[src/rtl/bindct_pkg.sv]
// -----------------------------------------------------------------------------
// bindct_pkg
// Shared constants and types for the binDCT transform path.
//   - Lifting shift amounts. Every lifting multiplier is built from these:
//       1/2 = >>>1, 1/8 = >>>3, 3/8 = >>>2 + >>>3,
//       5/8 = >>>1 + >>>3, 7/8 = >>>1 + >>>2 + >>>3
//   - Pipeline stage count and vector length.
//   - int_width(): internal datapath width (input width plus two guard bits).
//   - coef_vec_t: an 8-element coefficient vector at the default width.
// -----------------------------------------------------------------------------
package bindct_pkg;

    localparam int unsigned SH_HALF    = 1;
    localparam int unsigned SH_QUARTER = 2;
    localparam int unsigned SH_EIGHTH  = 3;

    localparam int unsigned NUM_STAGES   = 4;
    localparam int unsigned VEC_LEN      = 8;
    localparam int unsigned DEF_IN_WIDTH = 32;

    // Two guard bits absorb the growth of the lifting sums.
    function automatic int unsigned int_width(input int unsigned in_width);
        return in_width + 2;
    endfunction

    typedef logic signed [DEF_IN_WIDTH-1:0] coef_vec_t [VEC_LEN];

endpackage

[src/rtl/ibindct_halfbfly.sv]
// -----------------------------------------------------------------------------
// ibindct_halfbfly
// Combinational half-butterfly: o_sum = (i_p + i_q) >>> 1,
// o_diff = (i_p - i_q) >>> 1, all arithmetic at WIDTH bits, signed.
// Ports:
//   i_p, i_q       in   signed [WIDTH-1:0]  operands
//   o_sum, o_diff  out  signed [WIDTH-1:0]  halved sum / difference
// -----------------------------------------------------------------------------
module ibindct_halfbfly #(
    parameter int unsigned WIDTH = 34
) (
    input  logic signed [WIDTH-1:0] i_p,
    input  logic signed [WIDTH-1:0] i_q,
    output logic signed [WIDTH-1:0] o_sum,
    output logic signed [WIDTH-1:0] o_diff
);

    logic signed [WIDTH-1:0] w_sum;
    logic signed [WIDTH-1:0] w_diff;

    assign w_sum  = i_p + i_q;
    assign w_diff = i_p - i_q;
    assign o_sum  = w_sum >>> 1;
    assign o_diff = w_diff >>> 1;

endmodule

[src/rtl/ibindct_32bit.sv]
// -----------------------------------------------------------------------------
// ibindct_32bit
// Four-stage pipelined 8-point inverse binDCT. Each stage exactly undoes one
// forward lifting / butterfly step with the same truncating shifts.
//   S1: undo final lifting   S2: half-butterflies
//   S3: undo odd lifting     S4: half-butterflies + narrowing to OUT_WIDTH
// Build option: define IBINDCT_SAT_EN to clamp outputs to the OUT_WIDTH range;
// otherwise outputs wrap (low OUT_WIDTH bits).
// Ports:
//   clk, rst (synchronous, active-high)
//   y_in[8]/in_valid/in_ready     coefficient input, forward output order
//   x_out[8]/out_valid/out_ready  reconstructed samples x0..x7
// -----------------------------------------------------------------------------
module ibindct_32bit
    import bindct_pkg::*;
#(
    parameter int unsigned IN_WIDTH  = 32,
    parameter int unsigned OUT_WIDTH = 32,
    parameter int unsigned INT_BITS  = 20,
    parameter int unsigned FRAC_BITS = 12
) (
    input  logic                        clk,
    input  logic                        rst,
    input  logic signed [IN_WIDTH-1:0]  y_in      [VEC_LEN],
    input  logic                        in_valid,
    output logic                        in_ready,
    output logic signed [OUT_WIDTH-1:0] x_out     [VEC_LEN],
    output logic                        out_valid,
    input  logic                        out_ready
);

    localparam int unsigned W = int_width(IN_WIDTH);

    // The Q-format is descriptive only; the shifts do not depend on it.
    if (INT_BITS + FRAC_BITS != IN_WIDTH) begin : g_fmt_note
    end

    logic [NUM_STAGES-1:0] r_valid;
    logic signed [W-1:0]   r_c  [VEC_LEN];
    logic signed [W-1:0]   r_s2 [VEC_LEN];   // a0..a4, b1, b0, a7
    logic signed [W-1:0]   r_a  [VEC_LEN];
    logic signed [OUT_WIDTH-1:0] r_x [VEC_LEN];

    logic w_en;
    logic w_take;

    // A stall freezes every stage, empty ones included.
    assign w_en      = !r_valid[NUM_STAGES-1] || out_ready;
    assign in_ready  = w_en && !rst;
    assign w_take    = in_valid && in_ready;
    assign out_valid = r_valid[NUM_STAGES-1];
    assign x_out     = r_x;

    // ---------------- S1: undo final lifting ----------------
    logic signed [W-1:0] w_y [VEC_LEN];
    logic signed [W-1:0] w_c [VEC_LEN];

    always_comb begin
        for (int i = 0; i < VEC_LEN; i++) begin
            w_y[i] = W'(y_in[i]);
        end
        w_c    = '{default: '0};
        w_c[7] = w_y[1];
        w_c[4] = w_y[7] + (w_c[7] >>> SH_EIGHTH);
        w_c[1] = (w_y[0] >>> SH_HALF) - w_y[4];
        w_c[0] = w_y[0] - w_c[1];
        w_c[3] = w_y[2] - ((w_y[6] >>> SH_QUARTER) + (w_y[6] >>> SH_EIGHTH));
        w_c[2] = w_y[6] + ((w_c[3] >>> SH_QUARTER) + (w_c[3] >>> SH_EIGHTH));
        w_c[6] = w_y[3] + (w_y[5] >>> SH_HALF);
        w_c[5] = w_y[5] - ((w_c[6] >>> SH_HALF) + (w_c[6] >>> SH_QUARTER)
                          + (w_c[6] >>> SH_EIGHTH));
    end

    // ---------------- S2: half-butterflies ----------------
    logic signed [W-1:0] w_s2 [VEC_LEN];

    ibindct_halfbfly #(.WIDTH(W)) u_s2_03 (
        .i_p(r_c[0]), .i_q(r_c[3]), .o_sum(w_s2[0]), .o_diff(w_s2[3])
    );
    ibindct_halfbfly #(.WIDTH(W)) u_s2_12 (
        .i_p(r_c[1]), .i_q(r_c[2]), .o_sum(w_s2[1]), .o_diff(w_s2[2])
    );
    ibindct_halfbfly #(.WIDTH(W)) u_s2_45 (
        .i_p(r_c[4]), .i_q(r_c[5]), .o_sum(w_s2[4]), .o_diff(w_s2[5])
    );
    // Operand order c7,c6 so the difference lands as b0 = (c7-c6)>>>1.
    ibindct_halfbfly #(.WIDTH(W)) u_s2_76 (
        .i_p(r_c[7]), .i_q(r_c[6]), .o_sum(w_s2[7]), .o_diff(w_s2[6])
    );

    // ---------------- S3: undo odd lifting ----------------
    logic signed [W-1:0] w_a [VEC_LEN];

    always_comb begin
        w_a    = r_s2;
        // slot 5 holds b1, slot 6 holds b0
        w_a[5] = ((r_s2[6] >>> SH_HALF) + (r_s2[6] >>> SH_EIGHTH)) - r_s2[5];
        w_a[6] = r_s2[6] - ((w_a[5] >>> SH_QUARTER) + (w_a[5] >>> SH_EIGHTH));
    end

    // ---------------- S4: half-butterflies + narrowing ----------------
    logic signed [W-1:0]         w_x  [VEC_LEN];
    logic signed [OUT_WIDTH-1:0] w_xn [VEC_LEN];

    for (genvar k = 0; k < VEC_LEN / 2; k++) begin : g_s4
        ibindct_halfbfly #(.WIDTH(W)) u_s4 (
            .i_p   (r_a[k]),
            .i_q   (r_a[VEC_LEN-1-k]),
            .o_sum (w_x[k]),
            .o_diff(w_x[VEC_LEN-1-k])
        );
    end

`ifdef IBINDCT_SAT_EN
    if (OUT_WIDTH < W) begin : g_sat
        localparam logic signed [W-1:0] SAT_MAX =
            {{(W-OUT_WIDTH+1){1'b0}}, {(OUT_WIDTH-1){1'b1}}};
        localparam logic signed [W-1:0] SAT_MIN =
            {{(W-OUT_WIDTH+1){1'b1}}, {(OUT_WIDTH-1){1'b0}}};
        always_comb begin
            for (int i = 0; i < VEC_LEN; i++) begin
                if (w_x[i] > SAT_MAX) begin
                    w_xn[i] = {1'b0, {(OUT_WIDTH-1){1'b1}}};
                end else if (w_x[i] < SAT_MIN) begin
                    w_xn[i] = {1'b1, {(OUT_WIDTH-1){1'b0}}};
                end else begin
                    w_xn[i] = OUT_WIDTH'(w_x[i]);
                end
            end
        end
    end else begin : g_wide
        always_comb begin
            for (int i = 0; i < VEC_LEN; i++) begin
                w_xn[i] = OUT_WIDTH'(w_x[i]);
            end
        end
    end
`else
    // Size cast wraps when narrowing and sign-extends when widening.
    always_comb begin
        for (int i = 0; i < VEC_LEN; i++) begin
            w_xn[i] = OUT_WIDTH'(w_x[i]);
        end
    end
`endif

    // ---------------- stage registers ----------------
    // Data only loads behind a valid bit so x_out stays at its last real value
    // (or zero after reset) rather than tracking idle input.
    always_ff @(posedge clk) begin
        if (rst) begin
            r_valid <= '0;
            r_c     <= '{default: '0};
            r_s2    <= '{default: '0};
            r_a     <= '{default: '0};
            r_x     <= '{default: '0};
        end else if (w_en) begin
            r_valid <= {r_valid[NUM_STAGES-2:0], w_take};
            if (w_take)     r_c  <= w_c;
            if (r_valid[0]) r_s2 <= w_s2;
            if (r_valid[1]) r_a  <= w_a;
            if (r_valid[2]) r_x  <= w_xn;
        end
    end

endmodule

[config.mk]
export PLATFORM = sky130hd
export DESIGN_NAME = ibindct_32bit
export DESIGN_NICKNAME = d
export VERILOG_FILES = /design/src/rtl/bindct_pkg.sv /design/src/rtl/ibindct_halfbfly.sv /design/src/rtl/ibindct_32bit.sv
export SDC_FILE = /design/constraint.sdc
export NUM_CORES = 2
export LEC_CHECK = 0
export CAP_MARGIN = 0
export CORE_UTILIZATION = 40
export CTS_CLUSTER_SIZE = 20
export DETAILED_ROUTE_END_ITERATION = 12
export HOLD_SLACK_MARGIN = 0.08
export PLACE_DENSITY_LB_ADDON = 0.05
export SYNTH_ARGS = -nofsm -noshare
export SYNTH_HDL_FRONTEND = slang
export SYNTH_SLANG_ARGS = --single-unit
[constraint.sdc]
create_clock -name clk -period 10.13 [get_ports clk]
set_clock_uncertainty 0.15 [all_clocks]
set_input_delay 2.026 -clock clk [delete_from_list [all_inputs] [get_ports clk]]
set_output_delay 2.026 -clock clk [all_outputs]
set_load 0.03 [all_outputs]
==> key figures <==
Global routing
  • First-pass GRT wire length: 447 mm
  • Global Route Usage Sum: 29.5%
  • Remaining Overflow, GRT: 0
  • Largest net degree at the start of global routing: 201
  • Initial antenna violation count: 10
  • Vias in the first global route: 68000

Logic synthesis
  • Post-synth net total: 11400
  • Ys async rst share: 0%
  • Yosys reg bits: 1053
  • YS warnings: 0
  • Cell taking the most area after synthesis: dfxtp_1
  • Distinct cells, synth: 97
  • Ys flop type: dfxtp_1
  • Top cells by area, synth: dfxtp_1 27%, ha_1 13%, a21oi_1 7.1%
  • Mapped Cells: 10200
  • Syn_area_per_cell: 7.75 µm²
  • Post-synth EDFFs: 0
  • Post-synth top area share: 26.7%
  • Post-Syn Area: 0.0790 mm²
  • Register area share after synthesis: 26.7%

Floorplanning
  • Chip Width: 446 µm
  • Core area: 0.196 mm²
  • Die Y: 446 µm
  • Number of primary I/O pins: 518
  • DIE AREA: 0.199 mm²
  • Initial Utilization: 40.4%
  • Row count: 162

Detailed routing
  • Antenna-violating nets left: 0
  • Initial DRC Count: 5527
  • DR vias: 72600
  • Per-cell routed wire length: 23.2 µm
  • Routed wire length: 303 mm
  • Drt pass-1 iters: 6
  • Vias per cell: 5.56
  • DRC Markers: 0

STA
  • Worst slew pin tran: 1.20 ns
  • Max-slew violations: 0
  • Max-slew headroom at the worst pin: 18.1%
  • Crit share post-route: 84.5%
  • Minimum clock period: 8.56 ns
  • Setup TNS Final: 0 ns
  • Final count of negative-setup-slack endpoints: 0
  • Maximum clock frequency: 0.117 GHz
  • RSZ-0062 raised after global routing: false
  • Hold Vio Cnt, Final: 0

Place
  • Port Buffers: 517
  • Dpl cells: 12900
  • RePlAce Congestion: 0.964
  • Post-DP Area: 0.0859 mm²
  • HPWL after detailed placement: 248 mm

Status
  • Outcome: finished, final reports clean

Cells and area
  • Commonest cells after routing, fill and taps aside: 1140 x nand2_1, 1122 x a21oi_1, 1053 x dfxtp_1
  • Post-Layout Cell Count: 13100
  • Final instance area: 0.0901 mm²
  • Commonest non-fill, non-tap cell in the layout: nand2_1
  • Layout area overhead: 14.0%
  • Layout cell share with drive strength beyond 1: 3.35%
  • Final nets: 11600

Power
  • PwrDens: 311 mW/mm²
  • Max IR drop VDD: 0.531 mV
  • Leakage: 37.5 nW

Worst setup path
  • Max Fanout on Critical Path: 5
  • Worst reg2reg path depth: 25
  • Critical path class: input port to flop
  • R2r setup slk: 2.83 ns
  • Reg2reg end: r_a[64]$_SDFFE_PP0P_
  • Crit. End Element: flop
  • Worst Path Required: 10.63 ns
  • R2R Path Start: r_s2[37]$_SDFFE_PP0P_
  • Crit path DAT: 9.05 ns
  • Startpoint Class: input port

Clock tree
  • # hold bufs at CTS: 0
  • Clock Path Buffers: 3
  • CTS H-tree lvls: 3
  • Clock buffer count from CTS: 120
  • Clock sinks: 1053
  • Root buf cell: clkbuf_16
  • Setup Fix Bufs, Post-CTS: 0
  • Worst-path clk slew: 0.06 ns
  • Clk Latency, worst-skew pair: 0.81 ns
  • TritonCTS clock tree: done
  • # resized after CTS: 0

Flow run
  • Max_cap viols: 0

Min path
  • WHS Path Cells: 2
  • Hold endpoint: x_out[49]$_SDFFE_PP0P_
  • Worst hold start: x_out[49]$_SDFFE_PP0P_
  • Hold Crit Class: flop to flop
-- critical path: stages --
cell and delay [ns]:
clkdlybuf4s50_1 0.52, inv_1 0.08, fa_1 0.48, fa_1 0.45, a21o_1 0.20, a21oi_1 0.29, nor2b_1 0.09, o21a_1 0.19
o21ai_0 0.15, nand2b_1 0.10, nand4_1 0.09, nand3_1 0.09, or2_2 0.29, xnor2_1 0.37, fa_1 0.48, inv_1 0.06
ha_1 0.27, a21o_1 0.18, a21o_1 0.18, o41a_1 0.46, a221o_1 0.44, a221oi_2 0.31, nor2_1 0.12, o41ai_2 0.46
o21ai_1 0.16, o41ai_2 0.26, xor2_1 0.17, o21ai_1 0.06
-- synthesized netlist by cell type, types with 19 or more instances --
master,n
a31o_2,22
a31oi_1,67
o41ai_1,21
and3_1,42
nor3_1,160
xnor2_1,500
dfxtp_1,1053
nor2_1,812
fa_1,193
nand3b_1,26
a21oi_1,1122
nand3_1,262
o21ai_0,635
and2_1,36
a211oi_1,253
or2_2,37
nand4_1,50
a22o_1,45
clkbuf_1,467
o21bai_1,164
a2111oi_0,21
a311oi_1,30
buf_1,28
a21o_1,233
or3_1,63
o31ai_1,92
nand2b_1,105
o211ai_1,41
nor4_1,37
buf_2,22
xor2_1,176
o21a_1,71
a211o_1,20
inv_1,893
nand2_1,1144
nor2b_1,88
ha_1,805
o31a_1,19
a221oi_1,27
-- worst max-delay path by stage --
stage / start / end / slack (ns) / depth (start not counted)
after floorplan: y_in[34] / r_c[201]$_SDFFE_PP0P_ / 2.25 / 27
after global placement: y_in[34] / r_c[201]$_SDFFE_PP0P_ / 0.85 / 28
after detailed placement: y_in[34] / r_c[201]$_SDFFE_PP0P_ / 0.84 / 28
after CTS: y_in[34] / r_c[201]$_SDFFE_PP0P_ / 1.68 / 28
after global routing: y_in[34] / r_c[201]$_SDFFE_PP0P_ / 1.23 / 28
final: y_in[34] / r_c[201]$_SDFFE_PP0P_ / 1.57 / 28
-- where the power goes --
part | switching [W] | total (W) | leakage (nW) | internal, W
Sequential | 0.000671 | 0.00532 | 8.60 | 0.00465
Combinational | 0.0114 | 0.0181 | 26.8 | 0.00662
Clock | 0.00198 | 0.00462 | 2.01 | 0.00264
-- cells by family after synthesis --
| group | Yosys count | synth area share [%] |
|---|---|---|
| AOI/OAI and AO/OA | 3091 | 24.6 |
| and+or+nand+nor | 2931 | 16.6 |
| buffers and inverters | 1417 | 6.78 |
| DFF | 1053 | 26.7 |
| adders and majority gates | 1002 | 17.7 |
| xor gates and xnor gates | 676 | 7.50 |
| muxes | 15 | 0.192 |
-- cell type report --
type / count / area, µm²
flip-flops and latches: 1053 / 21100
fillers: 19900 / 106000
clock buffers: 170 / 3450
repair buffers: 561 / 5560
diodes: 1 / 2.50
well taps: 2624 / 3280
multi-input cells: 7715 / 52600
inverters: 897 / 3370
clock inverters: 52 / 708
-- state kept, by name, summed over array words and instances, names as in the netlist --
register  cells
r_a         264
r_c         265
r_s2        264
r_valid       4
x_out       256
-- per-stage QoR --
step | worst slack [ns] | total power, W | utilization, % | hold slack, ns
global placement | 0.855 | 0.0232 | 43.9 | 0.288
finish | 1.57 | 0.0280 | 46.0 | 0.295
floorplan | 2.25 | 0.0172 | - | 0.279
detailed placement | 0.842 | 0.0233 | 43.9 | 0.291
global route | 1.23 | 0.0299 | 46.0 | 0.312
CTS | 1.68 | 0.0280 | 46.0 | 0.300
-- layer usage --
metal	GRT usage (%)	share of wire [%]	vias up
li1	-	-	35600
met1	43.1	49	35000
met2	46.7	44	1776
met3	2.78	4.4	245
met4	6.53	2.1	8
met5	0	0.021	-
No activity file was read; power rests on OpenSTA's default activity.
